$ cat src/rtl/countdown_timer_ctrl.sv
// rtl/countdown_timer_ctrl.sv - two-digit BCD countdown timer with prescaler; option macro COUNTDOWN_AUTO_RELOAD_EN
module countdown_timer_ctrl #(
  parameter int TICK_PERIOD = 5000000
) (
  input  logic       CLK_50M,
  input  logic       RST,
  input  logic [7:0] preset,
  input  logic       start,
  input  logic       pause,
  input  logic       clear,
  output logic [7:0] LED,
  output logic       busy,
  output logic       done,
  output logic [1:0] state
);

  typedef enum logic [1:0] {
    IDLE  = 2'b00,
    RUN   = 2'b01,
    PAUSE = 2'b10,
    DONE  = 2'b11
  } state_t;

  localparam int            PW         = $clog2(TICK_PERIOD);
  localparam logic [PW-1:0] PRESC_LAST = PW'(TICK_PERIOD - 1);

  state_t        state_q, state_d;
  logic [PW-1:0] presc_q, presc_d;
  logic [7:0]    count_q, count_d;
  logic          done_q, done_d;
  logic          busy_q, busy_d;
  logic          tick;
  logic          do_load;
  logic [7:0]    load_val;
  logic [7:0]    dec_val;
`ifdef COUNTDOWN_AUTO_RELOAD_EN
  // Clamped preset captured at load so later reloads never resample the input pins.
  logic [7:0]    reload_q, reload_d;
`endif

  function automatic logic [3:0] clamp9(input logic [3:0] n);
    return (n > 4'd9) ? 4'd9 : n;
  endfunction

  // Next-state and next-output logic; clear is applied last so it wins over everything.
  always_comb begin
    state_d  = state_q;
    presc_d  = presc_q;
    count_d  = count_q;
    done_d   = 1'b0;
    do_load  = 1'b0;
`ifdef COUNTDOWN_AUTO_RELOAD_EN
    reload_d = reload_q;
`endif
    tick     = (state_q == RUN) && (presc_q == PRESC_LAST);
    load_val = {clamp9(preset[7:4]), clamp9(preset[3:0])};
    dec_val  = (count_q[3:0] != 4'd0) ? {count_q[7:4], count_q[3:0] - 4'd1}
                                      : {count_q[7:4] - 4'd1, 4'd9};

    case (state_q)
      IDLE: begin
        presc_d = '0;
        do_load = start;
      end
      RUN: begin
        if (tick) begin
          presc_d = '0;
`ifdef COUNTDOWN_AUTO_RELOAD_EN
          // At 00 the next tick reloads instead of borrowing below zero.
          if (count_q == 8'h00) begin
            count_d = reload_q;
          end else begin
            count_d = dec_val;
            done_d  = (dec_val == 8'h00);
          end
          if (pause) state_d = PAUSE;
`else
          count_d = dec_val;
          if (dec_val == 8'h00) begin
            done_d  = 1'b1;
            state_d = DONE;
          end else if (pause) begin
            state_d = PAUSE;
          end
`endif
        end else begin
          presc_d = presc_q + PW'(1);
          if (pause) state_d = PAUSE;
        end
      end
      PAUSE: begin
        if (start || pause) state_d = RUN;
      end
      DONE: begin
        presc_d = '0;
        do_load = start;
      end
      default: state_d = IDLE;
    endcase

    if (do_load) begin
      count_d = load_val;
      presc_d = '0;
`ifdef COUNTDOWN_AUTO_RELOAD_EN
      reload_d = load_val;
`endif
      if (load_val == 8'h00) begin
        state_d = DONE;
        done_d  = 1'b1;
      end else begin
        state_d = RUN;
      end
    end

    if (clear) begin
      state_d = IDLE;
      count_d = 8'h00;
      presc_d = '0;
      done_d  = 1'b0;
    end

    busy_d = (state_d == RUN);
  end

  // State, counters and all outputs registered; reset overrides every command.
  always_ff @(posedge CLK_50M) begin
    if (RST) begin
      state_q  <= IDLE;
      presc_q  <= '0;
      count_q  <= 8'h00;
      done_q   <= 1'b0;
      busy_q   <= 1'b0;
`ifdef COUNTDOWN_AUTO_RELOAD_EN
      reload_q <= 8'h00;
`endif
    end else begin
      state_q  <= state_d;
      presc_q  <= presc_d;
      count_q  <= count_d;
      done_q   <= done_d;
      busy_q   <= busy_d;
`ifdef COUNTDOWN_AUTO_RELOAD_EN
      reload_q <= reload_d;
`endif
    end
  end

  assign LED   = count_q;
  assign busy  = busy_q;
  assign done  = done_q;
  assign state = state_q;

endmodule

$ cat config.mk
export PLATFORM = sky130hd
export DESIGN_NAME = countdown_timer_ctrl
export DESIGN_NICKNAME = d
export VERILOG_FILES = /design/src/rtl/countdown_timer_ctrl.sv
export SDC_FILE = /design/constraint.sdc
export NUM_CORES = 1
export LEC_CHECK = 0
export ABC_AREA = 1
export BUFFER_PORTS_ARGS = -buffer_cell sky130_fd_sc_hd__buf_2
export CAP_MARGIN = 5
export CORE_MARGIN = 8
export CORE_UTILIZATION = 52
export DETAILED_ROUTE_END_ITERATION = 10
export MAX_ROUTING_LAYER = met4
export PLACE_DENSITY = 0.72
export SLEW_MARGIN = 20
export SYNTH_ARGS = -nofsm -noshare
export SYNTH_HDL_FRONTEND = slang
export SYNTH_SLANG_ARGS = --single-unit
export TNS_END_PERCENT = 100
$ cat constraint.sdc
create_clock -name CLK_50M -period 2.2 [get_ports CLK_50M]
set_clock_uncertainty 0.15 [all_clocks]
set_input_delay 0.11 -clock CLK_50M [delete_from_list [all_inputs] [get_ports CLK_50M]]
set_output_delay 0.11 -clock CLK_50M [all_outputs]
set_load 0.01 [all_outputs]
### After elaboration in Yosys (flattened, before gate mapping)

Cells that the tools add are included.

* register bits: 35

* $lt $le $gt $ge: 2
* reduce and logical (&&, ||, !) cells: 13
* add/subtract/negate cells: 3
* equality and inequality tests: 5
* mux-type cells: 22

Operators by type and width (number)
* $pmux W23 S2: 1
* $mux W8: 4
* $add A23 B1 Y23 const B: 1
* $eq A23 B23 Y1 const B: 1
* $mux W23: 1
* $logic_not A8 Y1: 2
* $mux W2: 7
* $gt A4 B4 Y1 const B: 2
* $mux W4: 2
* $sub A4 B1 Y4 const B: 2
* $mux W1: 6
* $reduce_bool A2 Y1: 3
* $eq A2 B1 Y1 const B: 2
* $eq A2 B2 Y1 const B: 2
* $pmux W2 S2: 1
* $reduce_bool A4 Y1: 1
* $reduce_or A2 Y1: 2
* $reduce_or A3 Y1: 1
* $logic_not A2 Y1: 1
* $reduce_and A2 Y1: 1
* $logic_and A1 B1 Y1: 1
* $logic_or A1 B1 Y1: 1

### Longest topological paths before layout

* word-level depth: 9
* mapped depth: 14
* depth with buffers taken out: 14

### Worst setup path after synthesis

No wires, ideal clock.

* path type: register -> register
* start point: reg state_q[0] (netlist: state[0])
* end point: reg presc_q[12]
* slack: 0.323 ns
* arrival time: 1.590 ns
* data required time: 1.913 ns
* stages on the path, launching flop included: 8
* setup time: 0.137 ns
* clock period less this slack: 1.877 ns
* path through: dfxtp_1 > inv_1 > ha_1 > nand2_1 > buf_2 > nand2_1 > clkbuf_1 > a21oi_1

* word-level cells in the longest chain between the ends: 4

Ends and longest elaborated chain
* start, declared: RTL line 27 `state_t state_q, state_d;`
* start signal, assigned: RTL line 137 `state_q <= state_d;`
* $eq A2 B1 Y1, or another cell as far along: RTL line 55, 60
* $logic_and A1 B1 Y1 / $reduce_or A2 Y1 (equally long branches)
* $mux W23 / $mux W1 (equally long branches): RTL line 66, 60
* $pmux W23 S2 / $reduce_or A3 Y1 (equally long branches)
* end signal, assigned: RTL line 138 `presc_q <= presc_d;`
* end, declared: RTL line 28 `logic [PW-1:0] presc_q, presc_d;`

Several ways; a longest one is shown, not always the timed one.
A chain may end at the register's enable or synchronous reset.

### Worst setup path in the final report

* start point: reg state_q[1] (netlist: state[1])
* end point: reg presc_q[13]

The elaborated chain is that of the path after synthesis.

==> run summary <==
Hold repair after CTS inserted 3 buffers. The number of clock sinks came out at 35. The run gives 5290 um as the total wire length. At the end of the flow, the number of nets in the layout was 397. The number of pins with negative max-slew slack in the final report is 0, and the power density over the cells is 496 nW/um^2. The worst flop-to-flop path endpoint is presc_q[13].

For this run, the register share of the synthesized area comes to 30.5%. The post-layout minimum cycle time works out to 1980 ps. TritonCTS built the clock tree.

Leaving out fill and tap cells, the most frequent cell in the layout is sky130_fd_sc_hd__nand2_1. The max-slew headroom at the worst pin was 71.1%. In the layout the commonest cells are sky130_fd_sc_hd__nand2_1, sky130_fd_sc_hd__inv_1, sky130_fd_sc_hd__dfxtp_1. The die is 82.5 um tall. Via-per-instance ratio: 5.18. The tools report the initial antenna violation count as 0.

The flow ran to the end, and the final reports show no timing, DRC or antenna violations. Post-CTS repair changed the size of 0 cells. The average wire length per cell after detail routing is 12.3 um, and the ratio of cells with drive above 1 in the final layout is 18.5%.

For the number of warning messages in the yosys log, the log shows 0. The clock reaches the later pin of the worst-skew pair after 290 ps. Post-synthesis instance total: 348. Among all flip-flop cells after synthesis, the most frequent one is sky130_fd_sc_hd__dfxtp_1.

The number of fillers in the final layout was 438; the combined global-route utilization of all metal layers was 17.6%. Dividing the synthesized area by the synthesized cell count gives 6.60 um^2. The cell chosen for the clock root is sky130_fd_sc_hd__clkbuf_8. The final critical path takes up 90.1% of the cycle.

STA puts the critical path data required time at 2270 ps. For the top achievable clock speed, the log shows 504 MHz. The number of cells traversed by the worst register-to-register path came out at 11. The pre-antenna-repair detailed-routing pass consisted of 4 iterations. The synthesized design contains 35 register bits.

Counting instances, the worst hold path has a depth of 5. The congestion estimate from routability-driven global placement came to 0.930. The logs give 3890 um for the detailed placement HPWL and 2 for the number of H-tree levels. The peak fanout along the critical path was 17; the width of the die was 82.5 um. The die area came out at 6800 um^2.

Counting flops with a built-in enable in the synthesized netlist gives 0. The data arrival time of the critical path is 2050 ps. The tools report the maximum vdd drop as 306 uV.

Input and output buffers added on the ports amount to 24. The setup path with the least slack is of type reg2reg. On the critical path, the stage with the largest delay is an instance of sky130_fd_sc_hd__dfxtp_1. The number of global-route vias before repair came out at 1997.

Worst hold path class: in2reg. Entering global routing, the biggest net connects 23 pins. The number of placement rows was 24. The count of final hold-check violations came out at 0. The worst hold path begins at start.

The first global-routing pass estimated 9170 um of wire. Beginning of the worst register-to-register path: state[1]. For this run, asynchronously set or reset flops after synthesis account for 0%. The number of nets with antenna violations after detailed routing is 0, and the internal reg-to-reg setup slack is 220 ps.

The number of logic stages on the critical path including buffering was 11. Counting distinct cell types in the post-synthesis netlist gives 43. Summed over all failing endpoints, the final setup total negative slack is 0 ps. Setup repair after global routing left no endpoint under its margin. Setup violations remaining at the end of the flow were counted as 0. The first-iteration detailed-routing DRC count came out at 200. The worst hold slack after final layout came out at 39.9 ps. Relative to the synthesized area, the layout overhead comes to 12.8%. The tools report the top-level I/O count as 25.

In this run, CTS created clock tree buffers numbering 5. The run gives 53.5% as the starting utilization of the core area. Post-CTS setup repair buffer count: 0. The worst hold endpoint is state[0]. For the placeable core region, the log shows 4290 um^2. For this run, design rule violations remaining after detail routing come to 0. For the total number of vias, the log shows 2232. The category of the worst setup path launch point is a register. The transition time at the pin with the least slew margin was 433 ps; the maximum root-to-sink buffer count was 2. Together, buffers and inverters on the worst path number 3. For this design the static power due to leakage is 1.05 nW.

The total of max-cap violations was 0; the net count after synthesis was 366. On the worst path, the slowest cell contributes a delay of 410 ps. The signal on the critical path passes through inv_1 -> ha_1 -> nand2_1 -> inv_1 -> nand2_1 -> nor2_1 -> nand3_4 -> nand2_2 -> inv_2 -> o211ai_1 -> a21oi_1. The repair_antennas step left the layout with diodes totalling 0. After global routing the overflow that remains totals 0.

On the critical path the largest part of the delay comes from simple AND/OR/NAND/NOR gates. After clock tree synthesis, the clock-pin slew on the worst setup and hold paths is 70 ps. The kind of end point of the critical path is a register. After synthesis the cells add up to 2300 um^2. The design draws 1.28 mW.
==> cell families after synthesis <==
group	synth area share, %
simple gates	37.1
compound gates	19.2
buf+inv	9.36
flops	30.5
fa+ha+maj	2.72
xor+xnor	1.14
==> worst min-delay path, delay by kind of cell <==
| family | cells | cell delay (ps) |
|---|---|---|
| buffers and inverters | 3 | 190 |
| AOI/OAI and AO/OA | 1 | 70 |
| and+or+nand+nor | 1 | 60 |
==> stage by stage <==
step                      worst slack (ps)  cells  cell area [um^2]  util, %
after floorplan                        323    348              2300        -
after global placement                 264    421              2470     57.6
after detailed placement               229    421              2470     57.6
after CTS                              210    431              2590     60.4
after global routing                  15.4    431              2590     60.4
final                                  217    431              2590     60.4
==> power by group <==
group	internal [mW]	switching (mW)
Combinational	0.0594	0.102
Sequential	0.643	0.0104
Clock	0.246	0.224
==> layout make-up <==
class	instances	area, um^2	area share [%]
inverters	47	176	6.81
clock inverters	1	5.00	0.193
clock buffers	6	82.6	3.19
flip-flops and latches	35	701	27.0
well taps	52	65.1	2.51
multi-input cells	259	1380	53.3
repair buffers	31	180	6.95
==> per-layer routing <==
metal	track usage, %	vias up	wire length, um
met5	-	-	0
met4	5.09	0	53
met3	4.33	6	246
met2	24.8	48	2300
met1	24.2	967	2690
li1	-	1211	-
==> cells in the mapped netlist, types with 2 or more instances <==
library cell	count	area share (%)
sky130_fd_sc_hd__or2_2	2	0.54
sky130_fd_sc_hd__nor3_2	2	0.87
sky130_fd_sc_hd__o21ai_0	15	3.3
sky130_fd_sc_hd__a21oi_1	34	7.4
sky130_fd_sc_hd__nand2_2	7	1.9
sky130_fd_sc_hd__xor2_1	2	0.76
sky130_fd_sc_hd__dfxtp_1	35	30
sky130_fd_sc_hd__a31oi_1	3	0.82
sky130_fd_sc_hd__o211ai_1	3	0.98
sky130_fd_sc_hd__nor3_1	3	0.65
sky130_fd_sc_hd__inv_2	2	0.33
sky130_fd_sc_hd__nor2_4	4	2.0
sky130_fd_sc_hd__a211oi_2	2	1.1
sky130_fd_sc_hd__nand3_1	20	4.4
sky130_fd_sc_hd__nor2_1	33	5.4
sky130_fd_sc_hd__ha_1	5	2.7
sky130_fd_sc_hd__o21ai_2	2	0.76
sky130_fd_sc_hd__o21ai_1	4	0.87
sky130_fd_sc_hd__clkbuf_1	4	0.65
sky130_fd_sc_hd__inv_1	44	7.2
sky130_fd_sc_hd__nand4_1	7	1.9
sky130_fd_sc_hd__a21oi_2	4	1.5
sky130_fd_sc_hd__nand2_1	84	14
sky130_fd_sc_hd__nor2_2	5	1.4
sky130_fd_sc_hd__nand3b_1	4	1.3
==> worst max-delay path by stage <==
stage	start	endpoint	slack, ps
floorplan	state[0]	presc_q[12]	320
global placement	state[1]	presc_q[6]	260
detailed placement	presc_q[0]	presc_q[13]	230
CTS	state[1]	presc_q[13]	210
global route	state[1]	presc_q[10]	20
finish	state[1]	presc_q[13]	220
==> sequential cells by signal, summed over array words and instances, names as in the netlist <==
signal and flops:
done 1, busy 1, presc_q 23, LED 8
state 2
Note: power is estimated with default switching activity, not from simulation.
